==> src/rtl/ifu_fetch_ctrl.sv <==
`default_nettype none
// ifu_fetch_ctrl: sequences IFU fetch (AXI4 AR/R, IDU valid/ready, WBU commit) and drives PC/inst register enables.
// Revision: 1.0
module ifu_fetch_ctrl #(
  parameter int WAIT_W   = 8,
  parameter int MAX_WAIT = 255
) (
  input  logic        clock,
  input  logic        reset,
  output logic        arvalid_o,
  input  logic        arready_i,
  input  logic        rvalid_i,
  output logic        rready_o,
  input  logic [1:0]  rresp_i,
  output logic        rdata_we_o,
  output logic        pc_we_o,
  output logic        valid_o,
  input  logic        ready_i,
  input  logic        wb_valid_i,
  output logic        fetch_err_o,
  output logic        timeout_o,
  output logic [31:0] fetch_cnt_o
);

  typedef enum logic [2:0] {
    S_IDLE    = 3'd0,
    S_AR      = 3'd1,
    S_R       = 3'd2,
    S_VALID   = 3'd3,
    S_WAIT_WB = 3'd4
  } state_t;

  localparam logic [WAIT_W-1:0] WAIT_SAT   = '1;
  localparam logic [WAIT_W-1:0] WAIT_LIMIT = WAIT_W'(MAX_WAIT);

  state_t            state;
  state_t            state_nxt;
  logic [WAIT_W-1:0] wait_cnt;
  logic [WAIT_W-1:0] wait_inc;
  logic              waiting;
  logic              wb_pending;

  assign wait_inc = (wait_cnt == WAIT_SAT) ? wait_cnt : wait_cnt + WAIT_W'(1);

  always_comb begin
    state_nxt  = state;
    arvalid_o  = 1'b0;
    rready_o   = 1'b0;
    rdata_we_o = 1'b0;
    valid_o    = 1'b0;
    pc_we_o    = 1'b0;
    waiting    = 1'b0;
    case (state)
      S_IDLE: state_nxt = S_AR;
      S_AR: begin
        arvalid_o = 1'b1;
        if (arready_i) state_nxt = S_R;
        else           waiting   = 1'b1;
      end
      S_R: begin
        rready_o = 1'b1;
        if (rvalid_i) begin
          rdata_we_o = 1'b1;
          state_nxt  = S_VALID;
        end else begin
          waiting = 1'b1;
        end
      end
      S_VALID: begin
        valid_o = 1'b1;
        if (ready_i) state_nxt = S_WAIT_WB;
      end
      S_WAIT_WB: begin
        // A pending early commit and a live pulse in the same cycle still yield one PC write
        if (wb_valid_i || wb_pending) begin
          pc_we_o   = 1'b1;
          state_nxt = S_AR;
        end
      end
      default: state_nxt = S_IDLE;
    endcase
  end

  always_ff @(posedge clock) begin
    if (reset) begin
      state       <= S_IDLE;
      wait_cnt    <= '0;
      wb_pending  <= 1'b0;
      fetch_err_o <= 1'b0;
      timeout_o   <= 1'b0;
      fetch_cnt_o <= '0;
    end else begin
      state <= state_nxt;

      if (state_nxt != state) wait_cnt <= '0;
      else if (waiting)       wait_cnt <= wait_inc;

      if (waiting && (wait_inc == WAIT_LIMIT)) timeout_o <= 1'b1;

      if (pc_we_o)                                wb_pending <= 1'b0;
      else if (wb_valid_i && state != S_WAIT_WB)  wb_pending <= 1'b1;

      if (rdata_we_o) begin
        fetch_cnt_o <= fetch_cnt_o + 32'd1;
        if (rresp_i != 2'b00) fetch_err_o <= 1'b1;
      end
    end
  end

endmodule
`default_nettype wire
==> config.mk <==
export PLATFORM = sky130hd
export DESIGN_NAME = ifu_fetch_ctrl
export DESIGN_NICKNAME = d
export VERILOG_FILES = /design/src/rtl/ifu_fetch_ctrl.sv
export SDC_FILE = /design/constraint.sdc
export NUM_CORES = 1
export LEC_CHECK = 0
export CORE_ASPECT_RATIO = 0.7
export CORE_MARGIN = 2
export CORE_UTILIZATION = 25
export DETAILED_ROUTE_END_ITERATION = 10
export GPL_TIMING_DRIVEN = 0
export PLACE_DENSITY_LB_ADDON = 0.2
export SYNTH_ARGS = -nofsm -noshare
export SYNTH_HDL_FRONTEND = slang
export SYNTH_SLANG_ARGS = --single-unit
==> constraint.sdc <==
create_clock -name clock -period 5.3 [get_ports clock]
set_input_delay 1.59 -clock clock [delete_from_list [all_inputs] [get_ports clock]]
set_output_delay 1.59 -clock clock [all_outputs]
set_load 0.05 [all_outputs]
==> impl_metrics.env, run 1 <==
export IMPL_placement_rows=29
export IMPL_startpoint_type="primary input"
export IMPL_slowest_stage="clkdlybuf4s50_1"
export IMPL_maxCapViolations=0
export IMPL_fin_nets=351
export IMPL_syn_area_mm2=0.002416
export IMPL_ctsResizeCount=0
export IMPL_cts_tree="yes"
export IMPL_io_buffers=46
export IMPL_p_leak_nw=1.029
export IMPL_synth_edff_count=0
export IMPL_r2r_cells=7
export IMPL_critPathMostFrequentCell="clkdlybuf4s50_1"
export IMPL_power_w=0.0007669
export IMPL_postCtsHoldBufs=0
export IMPL_worstSetupPathType="in2out"
export IMPL_drtIter0Drc=58
export IMPL_ys_ff_latch=46
export IMPL_area_growth_pct=32.32
export IMPL_worstPathArrival_ns=3.36
export IMPL_routed_wl_mm=5.786
export IMPL_crit_required_ns=3.71
export IMPL_io_pins=47
export IMPL_antenna_found_initial=0
export IMPL_ctsHtreeMaxLevel=2
export IMPL_max_freq_mhz=202.2
export IMPL_avgSynthCellArea_um2=8.389
export IMPL_cts_buffers=5
export IMPL_yosysSeqAreaShare=0.3811
export IMPL_crit_end="rdata_we_o"
export IMPL_regArea_um2=920.9
export IMPL_relSlewSlack=0.4747
export IMPL_grt_pass1_wl_mm=9.791
export IMPL_report_final_slew_viol_count=0
export IMPL_gr_total_overflow=0
export IMPL_drc_errors=0
export IMPL_synth_main_ff_cell="dfxtp_1"
export IMPL_ff2ff_setup_slack_ns=3.21
export IMPL_reg2reg_from="state[2]"
export IMPL_multi_input_area_mm2=0.001354
export IMPL_path_cells="clkdlybuf4s50_1 -> nand4bb_4 -> inv_1 -> clkdlybuf4s50_1"
export IMPL_die_h_um=86.25
export IMPL_crit_fanout=7
export IMPL_rsz0062_at_grt="false"
export IMPL_timing_hold_violations_final=0
export IMPL_syn_inst=288
export IMPL_clk_latency_ns=0.29
export IMPL_layout_cells_most_common_list="dfxtp_1 (46), clkdlybuf4s50_1 (46), nor2_1 (45)"
export IMPL_min_period_over_period=0.9333
export IMPL_place_congestion=0.7985
export IMPL_wl_per_cell_um=12.42
export IMPL_cp_end_kind="output port"
export IMPL_initial_core_util=0.2622
export IMPL_viasPerCell=4.545
export IMPL_min_period_ns=4.946
export IMPL_dp_hpwl_mm=4.309
export IMPL_async_flop_share=0
export IMPL_yosys_warnings=0
export IMPL_grt_max_degree=15
export IMPL_status="finished clean"
export IMPL_post_cts_buffers=0
export IMPL_slowest_delay_ns=0.83
export IMPL_coreArea_mm2=0.009216
export IMPL_ctsRootBufferMaster="clkbuf_16"
export IMPL_diodes=0
export IMPL_die_area_mm2=0.01048
export IMPL_setup_tns_ns=0
export IMPL_cts_sink_count=46
export IMPL_syn_nets=298
export IMPL_cellPowerDensity_mw_per_mm2=239.9
export IMPL_drive_gt1_frac=0.09064
export IMPL_gr_usage_all_layers=0.1170
export IMPL_clockBufferDepth=2
export IMPL_tightest_slew_ns=0.7880
export IMPL_setup_viol=0
export IMPL_die_w_um=121.5
export IMPL_skew_ns=0.004987
export IMPL_drtPass1Iterations=4
export IMPL_cts_clk_slew_worst_paths_ns=0.06
export IMPL_vias=2118
export IMPL_setup_worst_path_start="rvalid_i"
export IMPL_peakVddDrop_uv=104.3
export IMPL_grt_pass1_vias=2038
export IMPL_r2r_end="fetch_cnt_o[14]"
export IMPL_n_fill_cell=999
export IMPL_antenna_left=0
export IMPL_hold_class="reg2reg"
export IMPL_synth_cell_types=47
[cells in the mapped netlist (3+ instances only)]
library cell,count,area [um^2]
a211oi_1,3,22.52
a21oi_1,9,45.04
and3_1,3,18.77
and4_1,3,26.28
clkbuf_1,11,41.29
dfxtp_1,46,920.9
inv_1,14,52.55
mux2i_1,5,50.05
nand2_1,26,97.59
nand3_1,15,75.07
nand4_1,6,37.54
nor2_1,45,168.9
nor2b_1,3,18.77
nor3_1,8,40.04
nor3_2,8,80.08
nor4_1,5,31.28
o21ai_0,7,35.03
or3_1,6,37.54
xnor2_1,23,201.4
xor2_1,6,52.55
[critical path: cells and delay by family]
kind	cells	cell delay [ns]
and+or+nand+nor	1	0.18
buffers and inverters	3	1.59
[cells by family after synthesis]
family / synth area share
fa+ha+maj: 0.01036
simple gates: 0.3366
xor+xnor: 0.1051
flops: 0.3811
compound gates: 0.08286
mux: 0.02538
buf+inv: 0.05852
[sequential cells by signal, summed over array words and instances, names as in the netlist]
signal / flops
state: 3
wait_cnt: 8
fetch_cnt_o: 32
wb_pending: 1
timeout_o: 1
fetch_err_o: 1
[layout make-up]
cell class | instances | share of cell area
multi-input combinational | 211 | 0.4235
sequential | 46 | 0.2881
timing repair buffer | 46 | 0.1440
tap | 124 | 0.04853
clock buffer | 5 | 0.03914
buffer | 17 | 0.02779
inverter | 14 | 0.01644
clock inverter | 3 | 0.01252
[worst min path at each step]
stage	startpoint	to	slack, ns	cells after the start
after CTS	fetch_err_o	fetch_err_o	0.46	2
after floorplan	wait_cnt[4]	wait_cnt[4]	0.49	2
after global placement	fetch_err_o	fetch_err_o	0.44	2
after global routing	fetch_err_o	fetch_err_o	0.47	2
after detailed placement	fetch_err_o	fetch_err_o	0.45	2
final	fetch_err_o	fetch_err_o	0.45	2
[power breakdown]
| part | total, W | internal [W] | switching (W) |
|---|---|---|---|
| Sequential | 0.000352 | 0.000349 | 0.00000334 |
| Combinational | 0.0000627 | 0.0000231 | 0.0000396 |
| Clock | 0.000352 | 0.000221 | 0.000131 |
| Total | 0.000767 | 0.000593 | 0.000174 |
[metrics by stage]
step	area [um^2]	std cells	hold WS, ns	setup slack [ns]	util
after floorplan	2416	288	0.4929	0.6009	-
after global placement	3032	458	0.4368	0.3453	0.3289
after detailed placement	3032	458	0.4495	0.3410	0.3289
after CTS	3197	466	0.4563	0.3328	0.3469
after global routing	3197	466	0.4697	0.2720	0.3469
final	3197	466	0.4501	0.3536	0.3469
[routing by layer]
metal | GRT usage | routed length (um) | part of all wire
met1 | 0.1657 | 3095 | 0.53
met2 | 0.1670 | 2349 | 0.41
met3 | 0.03816 | 281 | 0.049
met4 | 0.03866 | 59 | 0.010
met5 | 0 | 0 | 0
(Power assumes the default switching activity.)
==> run 2: changes to the inputs <==
CAP_MARGIN = 20   (was not set)
==> results of run 2 <==
Same layout as run 1: the final DEF is identical, and so are final timing and power.
